==> config.mk <==
export PLATFORM = sky130hd
export DESIGN_NAME = hazard_control_unit
export DESIGN_NICKNAME = d
export VERILOG_FILES = /design/src/rtl/hazard_pkg.sv /design/src/rtl/hazard_control_unit_load_use_detector.sv /design/src/rtl/hazard_control_unit.sv
export SDC_FILE = /design/constraint.sdc
export NUM_CORES = 1
export LEC_CHECK = 0
export ABC_AREA = 0
export CORE_MARGIN = 5
export CORE_UTILIZATION = 27
export DETAILED_ROUTE_END_ITERATION = 6
export PLACE_DENSITY = 0.63
export SETUP_SLACK_MARGIN = 0.5
export SLEW_MARGIN = 20
export SYNTH_ARGS = -nofsm -noshare
export SYNTH_HDL_FRONTEND = slang
export SYNTH_SLANG_ARGS = --single-unit
==> constraint.sdc <==
create_clock -name clk -period 2.3 [get_ports clk]
set_input_delay 0.46 -clock clk [delete_from_list [all_inputs] [get_ports clk]]
set_output_delay 0.46 -clock clk [all_outputs]
set_load 0.05 [all_outputs]
==> src/rtl/hazard_pkg.sv <==
// Shared types and constants for the pipeline hazard controller.
package hazard_pkg;

    localparam int REG_ADDR_W = 4;
    localparam int REG_ZERO   = 0;
    localparam int WAIT_CNT_W = 8;

    // Controller states, kept as plain encoded constants for legacy tools.
    typedef logic [1:0] hazardState_t;
    localparam hazardState_t RUN      = 2'd0;
    localparam hazardState_t FLUSH    = 2'd1;
    localparam hazardState_t MEM_WAIT = 2'd2;

endpackage

==> src/rtl/hazard_control_unit_load_use_detector.sv <==
// Combinational load-use compare between the EX load destination and the ID sources.
module load_use_detector
    import hazard_pkg::*;
#(
    parameter int ADDR_W = 4
) (
    input  logic              EX_MemRead,
    input  logic [ADDR_W-1:0] EX_WriteRegister,
    input  logic [ADDR_W-1:0] ID_rs,
    input  logic [ADDR_W-1:0] ID_rt,
    input  logic              ID_uses_rt,
    output logic              loadUse
);

    logic destValid;
    logic rsMatch;
    logic rtMatch;

    // Register 0 is hard-wired, so a load targeting it never creates a dependency.
    assign destValid = EX_MemRead && (EX_WriteRegister != ADDR_W'(REG_ZERO));
    assign rsMatch   = (EX_WriteRegister == ID_rs);
    assign rtMatch   = ID_uses_rt && (EX_WriteRegister == ID_rt);
    assign loadUse   = destValid && (rsMatch || rtMatch);

endmodule

==> src/rtl/hazard_control_unit.sv <==
// Stall/bubble/flush controller for load-use, taken-branch and data-memory-wait hazards.
// Optional performance counters are built only when HAZARD_PERF_CNT_EN is defined.
module hazard_control_unit
    import hazard_pkg::*;
#(
    parameter int REG_ADDR_W  = hazard_pkg::REG_ADDR_W,
    parameter int MEM_TIMEOUT = 255,
    parameter int CNT_W       = 16
) (
    input  logic                  clk,
    input  logic                  rst,
    input  logic [REG_ADDR_W-1:0] ID_rs,
    input  logic [REG_ADDR_W-1:0] ID_rt,
    input  logic                  ID_uses_rt,
    input  logic                  EX_MemRead,
    input  logic [REG_ADDR_W-1:0] EX_WriteRegister,
    input  logic                  EX_branch_taken,
    input  logic                  MEM_req,
    input  logic                  mem_ready,
    output logic                  stall_pc,
    output logic                  stall_ifid,
    output logic                  stall_idex,
    output logic                  stall_exmem,
    output logic                  bubble_idex,
    output logic                  bubble_memwb,
    output logic                  flush_ifid,
    output logic                  mem_error,
    output logic [CNT_W-1:0]      stall_cycles,
    output logic [CNT_W-1:0]      flush_count
);

    localparam logic [WAIT_CNT_W-1:0] WAIT_LIMIT = WAIT_CNT_W'(MEM_TIMEOUT);

    hazardState_t          state;
    hazardState_t          nextState;
    logic [WAIT_CNT_W-1:0] waitCnt;
    logic [WAIT_CNT_W-1:0] nextWaitCnt;
    logic                  loadUse;
    logic                  memWait;
    logic                  holdMem;
    logic                  doFlush;
    logic                  doLu;
    logic                  setError;
    logic                  active;

    load_use_detector #(.ADDR_W(REG_ADDR_W)) u_luDetect (
        .EX_MemRead       (EX_MemRead),
        .EX_WriteRegister (EX_WriteRegister),
        .ID_rs            (ID_rs),
        .ID_rt            (ID_rt),
        .ID_uses_rt       (ID_uses_rt),
        .loadUse          (loadUse)
    );

    assign memWait = MEM_req && !mem_ready;

    // NOTE: every signal assigned here gets a default first so no path leaves it unassigned (no latch).
    always_comb begin
        nextState   = state;
        nextWaitCnt = waitCnt;
        holdMem     = 1'b0;
        doFlush     = 1'b0;
        doLu        = 1'b0;
        setError    = 1'b0;
        case (state)
            MEM_WAIT: begin
                if (!memWait) begin
                    if (EX_branch_taken) begin
                        doFlush   = 1'b1;
                        nextState = FLUSH;
                    end else begin
                        doLu      = loadUse;
                        nextState = RUN;
                    end
                end else if (waitCnt == WAIT_LIMIT) begin
                    setError  = 1'b1;
                    nextState = RUN;
                end else begin
                    holdMem     = 1'b1;
                    nextWaitCnt = waitCnt + 1'b1;
                end
            end
            FLUSH: begin
                // ID holds a squashed slot here, so LU is deliberately not evaluated.
                if (memWait) begin
                    holdMem     = 1'b1;
                    nextWaitCnt = WAIT_CNT_W'(1);
                    nextState   = MEM_WAIT;
                end else if (EX_branch_taken) begin
                    doFlush   = 1'b1;
                    nextState = FLUSH;
                end else begin
                    nextState = RUN;
                end
            end
            default: begin
                if (memWait) begin
                    holdMem     = 1'b1;
                    nextWaitCnt = WAIT_CNT_W'(1);
                    nextState   = MEM_WAIT;
                end else if (EX_branch_taken) begin
                    doFlush   = 1'b1;
                    nextState = FLUSH;
                end else begin
                    doLu      = loadUse;
                    nextState = RUN;
                end
            end
        endcase
    end

    // Controls are forced low for the whole time rst is high, not just after the next edge.
    assign active       = !rst;
    assign stall_pc     = active && (holdMem || doLu);
    assign stall_ifid   = active && (holdMem || doLu);
    assign stall_idex   = active && holdMem;
    assign stall_exmem  = active && holdMem;
    assign bubble_idex  = active && (doFlush || doLu);
    assign bubble_memwb = active && holdMem;
    assign flush_ifid   = active && doFlush;

    // NOTE: sequential state uses non-blocking assignments so all flops update together on the edge.
    always_ff @(posedge clk or posedge rst) begin
        if (rst) begin
            state     <= RUN;
            waitCnt   <= '0;
            mem_error <= 1'b0;
        end else begin
            state   <= nextState;
            waitCnt <= nextWaitCnt;
            if (setError) begin
                mem_error <= 1'b1;
            end
        end
    end

`ifdef HAZARD_PERF_CNT_EN
    logic [CNT_W-1:0] stallCnt;
    logic [CNT_W-1:0] flushCnt;

    always_ff @(posedge clk or posedge rst) begin
        if (rst) begin
            stallCnt <= '0;
            flushCnt <= '0;
        end else begin
            if (stall_pc && (stallCnt != '1)) begin
                stallCnt <= stallCnt + 1'b1;
            end
            if (flush_ifid && (flushCnt != '1)) begin
                flushCnt <= flushCnt + 1'b1;
            end
        end
    end

    assign stall_cycles = stallCnt;
    assign flush_count  = flushCnt;
`else
    assign stall_cycles = '0;
    assign flush_count  = '0;
`endif

endmodule

==> metrics, run 1 <==
routability cong. 0.728; Gate power share between 40% and 50%; WP data required 1.84 ns; Seq/Total Area, Yosys 27.9%; share of cells above drive strength 1 a little under a third; crit path cell chain buf_6 -> xor2_2 -> nor4_2 -> a31oi_1 -> buf_4 -> o22ai_4 -> buf_12; WL/cell 11.7 microns; EDFF count, synth 0; Crit path arrival time 1.60 ns; CTS Buf Count 3; Cell Area, Synth 987 sq um; Synth area leaders dfrtp_1 (28%), buf_4 (27%), xor2_1 (7.1%), nor2_1 (3.0%), a21oi_1 (2.5%); final setup vio count 0; switching share of power 41.7%; fill count between 300 and 400; worst vdd ir about 270 uV; Cell variety after synth 32; fin crit share between 80% and 90%; Hold WS roughly 0.46 ns; final count of hold timing violations 0; DRT Pass-1 Iters 4; global-route wire length before repair between 3000 and 4000 microns; Ports 59; Crit. End Element output pin; DR vias/cell 4.05; synthesis-to-layout area growth 41.7%; CTS tree built; pin count of the biggest net entering global routing 12; fin. max-slew vios 0; FFs w/ async S/R, synth 100%; Commonest cells post-synth buf_4 (35), dfrtp_1 (11), nor2_1 (8), xor2_1 (8), nand2_1 (6); drt total wl 2360 microns; post-layout min period 2.06 ns; top cell type's share of synthesized area 27.9%; Pwr Density 519 nW/um^2; vias in the first global route 757; LEAKAGE between 0.6 and 0.7 nW; Setup CP Type in -> out; Yosys top cell by area dfrtp_1; mean post-synth cell area approximately 8.5 sq um; GR Overflow Total 0; critical path launch point type input port; number of max-cap violations 0; dpl hpwl 1840 microns; Ys Warns 0; Port Buffers 26; DIE AREA around 5000 sq um; outcome finished, final reports clean; Crit-path slowest cell nor4_2; most frequent cell after synthesis buf_4; area of the multi-input gates 619 sq um; starting density of the core 27.4%; Yosys reg bits 11; crit path max fanout 2; total negative slack 0 ns; max incr delay on CP 0.29 ns; post-route antenna net violation count 0; Nets 175; top_reg_cell synth dfrtp_1; CTS H-tree lvls 1; Die H 70.5 microns; Clock Skew 0.00522 ns; vias 819; Skew-Pair Late Insertion Delay 0.25 ns; CTS Sinks 11; clock group share of total power 28.0%; total track usage 9.04%; P_int 0.423 mW; Die X just over 70 microns; # DRC 0; unrepaired setup endpoints after global routing yes; Mapped Cells 116; Sequential Power Share 30.4%; row cnt 22; FF/Latch Area 275 sq um; clock tree root buffer cell clkbuf_8; drt initial violations 20; Bufs on Longest Clock Path 2; maximum clock rate 486 MHz; antenna violations before repair 0; Hold Crit Class reg -> reg; Clock transition at path regs ~0.06 ns; Antenna diodes 0; placeable core region 3610 sq um; Sw Pwr about 0.3 mW
## final cells by class
| class | instances | share of cell area [%] |
|---|---|---|
| Clock buffer | 3 | 2.95 |
| Tap cell | 48 | 4.29 |
| Inverter | 5 | 1.34 |
| Timing Repair Buffer | 38 | 27.1 |
| Clock inverter | 1 | 0.358 |
| Sequential cell | 11 | 19.7 |
| Multi-Input combinational cell | 96 | 44.3 |
## flip-flops by register name (all words and copies together), names as in the netlist
name,cells
state,2
waitCnt,8
mem_error,1
## through the flow
step | power [mW] | cell area [sq um] | utilization, % | setup slack [ns] | cells
after floorplan | 0.469 | 1170 | - | 0.263 | 147
after global placement | 0.504 | 1320 | 36.6 | -0.149 | 191
after detailed placement | 0.507 | 1320 | 36.6 | -0.143 | 191
after CTS | 0.726 | 1390 | 38.6 | 0.255 | 202
after global routing | 0.762 | 1400 | 38.8 | 0.191 | 202
final | 0.726 | 1400 | 38.8 | 0.243 | 202
## cell usage in the layout (no fill, tap or decap), types with 2 or more instances in the layout
master / netlist / layout
a21o_1: 2 / 2
a21oi_1: 5 / 4
buf_12: 0 / 7
buf_2: 0 / 6
buf_4: 35 / 12
buf_6: 0 / 3
clkbuf_2: 0 / 2
clkbuf_8: 0 / 3
clkdlybuf4s15_1: 0 / 2
clkdlybuf4s50_1: 0 / 2
conb_1: 1 / 32
dfrtp_1: 11 / 11
dlygate4sd2_1: 0 / 4
inv_1: 5 / 5
nand2_1: 6 / 6
nand3_4: 1 / 2
nand4_1: 3 / 3
nor2_1: 8 / 6
nor3_1: 3 / 3
o21ai_0: 5 / 5
or3_1: 2 / 2
xor2_1: 8 / 7
## routing by layer
metal	track usage, %	vias to the layer above	part of all wire (%)
li1	-	410	-
met1	10.7	375	38
met2	15.6	32	54
met3	3.60	2	8.0
met4	1.28	0	0.30
met5	0	-	0
## logic make-up after synthesis
family          count (synthesis)  synth area share (%)
buf+inv                        40                  28.5
compound gates                 23                  16.5
flops                          11                  27.9
other cells                     1                 0.380
fa+ha+maj                       1                  1.27
xor+xnor                        9                  7.99
simple gates                   31                  17.5
## power by group through the flow
stage / logic [mW] / clock network [mW] / registers (mW)
finish: 0.302 / 0.203 / 0.220
global route: 0.323 / 0.217 / 0.223
CTS: 0.299 / 0.207 / 0.221
detailed placement: 0.277 / 0 / 0.229
global placement: 0.274 / 0 / 0.230
floorplan: 0.243 / 0 / 0.226
## final timing paths
| check | start | end | slack (ns) | cells past startpoint |
|---|---|---|---|---|
| hold / removal | mem_error | mem_error | 0.46 | 1 |
| max in group asynchronous | rst | waitCnt[0] | 1.46 | 3 |
| min in group asynchronous | rst | mem_error | 0.53 | 3 |
| hold reg to reg | mem_error | mem_error | 0.46 | 1 |
| setup / recovery | ID_rs[2] | stall_pc | 0.24 | 7 |
| setup reg to reg | waitCnt[0] | waitCnt[5] | 0.68 | 6 |
## critical path: cells and delay by family
family                    cells  cell delay [ns]
AOI/OAI and AO/OA             2             0.24
xor gates and xnor gates      1             0.17
and+or+nand+nor               1             0.29
buffers and inverters         3             0.42
## repair_timing
| item | in CTS | in global routing |
|---|---|---|
| endpoints found under the setup margin | 8 | 7 |
| buffers inserted | 7 | 0 |
| hold buffers | 0 | 0 |
| gates resized for setup | 48 | 6 |
| pin swaps | 17 | 2 |
No activity file was read; power rests on OpenSTA's default activity.
==> run 2, diff against run 1 <==
--- a/config.mk
+++ b/config.mk
@@ -6,12 +6,15 @@
 export NUM_CORES = 1
 export LEC_CHECK = 0
 export ABC_AREA = 0
+export CELL_PAD_IN_SITES_DETAIL_PLACEMENT = 0
+export CELL_PAD_IN_SITES_GLOBAL_PLACEMENT = 1
 export CORE_MARGIN = 5
-export CORE_UTILIZATION = 27
+export CORE_UTILIZATION = 26
 export DETAILED_ROUTE_END_ITERATION = 6
-export PLACE_DENSITY = 0.63
+export PLACE_DENSITY = 0.82
 export SETUP_SLACK_MARGIN = 0.5
 export SLEW_MARGIN = 20
 export SYNTH_ARGS = -nofsm -noshare
 export SYNTH_HDL_FRONTEND = slang
 export SYNTH_SLANG_ARGS = --single-unit
+export TNS_END_PERCENT = 5
==> run 2 against run 1 <==
  * Worst hold slack improved by 0.035 ns
  * Via count is 4.9% higher
  * Largest power group unchanged
  * Critical path depth down 1
  * Power rose by 0.52%
  * Flip-flop and latch count unchanged
  * Non-clock buffer count up 6
  * Cell count grew 3.0%
  * Register-to-register slack improved by 0.02 ns
==> metrics, run 2 (synthesis results as in run 1) <==
outcome finished, final reports clean (unchanged); max reg flops 8 (unchanged); GR Overflow Total 0 (unchanged); Antenna diodes 0 (unchanged); Bufs on Longest Clock Path 2 (unchanged); Setup CP Type in -> out (unchanged); Sw Pwr 0.292 mW (was 0.303 mW); drt total wl 2310 microns (was 2360 microns); DR vias/cell 4.13 (was 4.05); clock tree root buffer cell clkbuf_8 (unchanged); dpl hpwl 1790 microns (was 1840 microns); placeable core region 3660 sq um (was 3610 sq um); # DRC 0 (unchanged); row cnt 22 (unchanged); antenna violations before repair 0 (unchanged); Sequential Power Share 30.1% (was 30.4%); leading cell type in the layout, fill and taps excluded conb_1 (unchanged); crit path cell chain clkdlybuf4s15_1 -> xor2_1 -> nor4_2 -> a31oi_2 -> o22ai_4 -> buf_12 (was buf_6 -> xor2_2 -> nor4_2 -> a31oi_1 -> buf_4 -> o22ai_4 -> buf_12); WL/cell 11.1 microns (was 11.7 microns); fin. max-slew vios 0 (unchanged); CTS Sinks 11 (unchanged); Crit-path slowest cell nor4_2 (unchanged); starting density of the core 27.0% (was 27.4%); CTS tree built (unchanged); Port Buffers 26 (unchanged); Nets 181 (was 175); post-layout min period 1.99 ns (was 2.06 ns); Skew-Pair Late Insertion Delay 0.24 ns (was 0.25 ns); vias 859 (was 819); max incr delay on CP 0.24 ns (was 0.29 ns); CTS Buf Count 3 (unchanged); final worst slack 0.313 ns (was 0.243 ns); post-route antenna net violation count 0 (unchanged); DRT Pass-1 Iters 4 (unchanged); Gate power share 43.4% (was 41.6%); Die X 71.6 microns (was 70.5 microns); LEAKAGE 0.669 nW (was 0.648 nW); Hold Crit Class reg -> reg (unchanged); total track usage 8.58% (was 9.04%); crit path max fanout 2 (unchanged); final count of hold timing violations 0 (unchanged); Crit path arrival time 1.53 ns (was 1.60 ns); worst vdd ir 192 uV (was 267 uV); synthesis-to-layout area growth 47.7% (was 41.7%); clock group share of total power 26.5% (was 28.0%); Clock transition at path regs 0.05 ns (was 0.06 ns); WP data required 1.84 ns (about the same); HP Start mem_error (unchanged); DIE AREA 5130 sq um (was 4970 sq um); commonest non-fill, non-tap cells in the layout conb_1 (32), buf_4 (16), dfrtp_1 (10) (was conb_1 (32), buf_4 (12), dfrtp_1 (11)); drt initial violations 31 (was 20); vias in the first global route 777 (was 757); switching share of power 40.1% (was 41.7%); Pwr Density 500 nW/um^2 (was 519 nW/um^2); total negative slack 0 ns (unchanged); routability cong. 0.719 (was 0.728); share of cells above drive strength 1 33.1% (was 30.5%); final setup vio count 0 (unchanged); Setup WS pre-CTS -0.130 ns (was -0.143 ns); Ports 59 (unchanged); number of max-cap violations 0 (unchanged); Crit. End Element output pin (unchanged); # hold bufs at CTS 0 (unchanged); P_int 0.437 mW (was 0.423 mW); Reg2Reg Launch Point waitCnt[0] (unchanged); crit path from ID_rs[1] (was ID_rs[2]); Top Registers waitCnt x8, state x2, mem_error x1 (unchanged); pin count of the biggest net entering global routing 12 (unchanged); fin crit share 86.4% (was 89.5%); CTS H-tree lvls 1 (unchanged); global-route wire length before repair 3530 microns (was 3590 microns); Die H 71.6 microns (was 70.5 microns); maximum clock rate 503 MHz (was 486 MHz); Clock Skew 0.00631 ns (was 0.00522 ns); unrepaired setup endpoints after global routing yes (unchanged); critical path launch point type input port (unchanged); Largest Register waitCnt (unchanged)
## run 2: changes by cell type in the layout (fill, tap and decap cells not counted), sizes merged
cell / delta
buf: +5
clkbuf: +1
clkdlybuf4s15: -1
clkdlybuf4s50: +1
clkinv: -1
dlygate4sd2: +1
## run 2: critical path, delay by kind of cell
kind | cells | cell delay, ns
AND/OR/NAND/NOR | 1 | 0.24
buffers and inverters | 2 | 0.34
AO/OA/AOI/OAI | 2 | 0.32
XOR/XNOR | 1 | 0.16
## run 2: metal layers
metal  up-vias  GRT usage [%]  part of all wire [%]  routed length [microns]
met1       396           9.41                    37                      844
met3         6           2.10                   8.2                      189
met4         0           3.13                   2.5                       58
met5         -              0                     0                        0
met2        38           15.8                    53                     1220
li1        419              -                     -                        -
## run 2: power groups by stage
stage	combinational, mW	sequential, mW	clock, mW
6_report	0.316	0.220	0.193
4_1_cts	0.303	0.220	0.199
5_1_grt	0.341	0.221	0.205
3_5_place_dp	0.274	0.229	0
2_1_floorplan	0.240	0.226	0
3_3_place_gp	0.272	0.229	0
## run 2: through the flow
step / std cells / power [mW] / util (%) / hold slack (ns) / cell area, sq um
after floorplan: 147 / 0.466 / - / 0.312 / 1150
after global placement: 191 / 0.501 / 35.7 / 0.455 / 1310
after detailed placement: 191 / 0.503 / 35.7 / 0.476 / 1310
after CTS: 203 / 0.722 / 38.7 / 0.485 / 1420
after global routing: 208 / 0.767 / 39.8 / 0.520 / 1460
final: 208 / 0.730 / 39.8 / 0.499 / 1460
## run 2: what timing repair did
item	CTS	global route
buffers inserted	8	5
endpoints found under the setup margin	8	7
pin swaps	14	6
resized for setup	50	5
## run 2: area by class of cell
class | instances | area [sq um]
Fill cell | 369 | 2200
Multi-Input combinational cell | 96 | 624
Timing Repair Buffer | 44 | 433
Sequential cell | 11 | 277
Tap cell | 48 | 60.1
Clock buffer | 4 | 45.0
Inverter | 5 | 18.8
## run 2: worst paths after layout
kind | end | slack [ns] | cells after the start
hold / removal | mem_error | 0.50 | 1
max in group asynchronous | waitCnt[3] | 1.45 | 3
setup reg to reg | waitCnt[5] | 0.70 | 6
hold reg to reg | mem_error | 0.50 | 1
setup / recovery | stall_pc | 0.31 | 6
min in group asynchronous | mem_error | 0.54 | 3
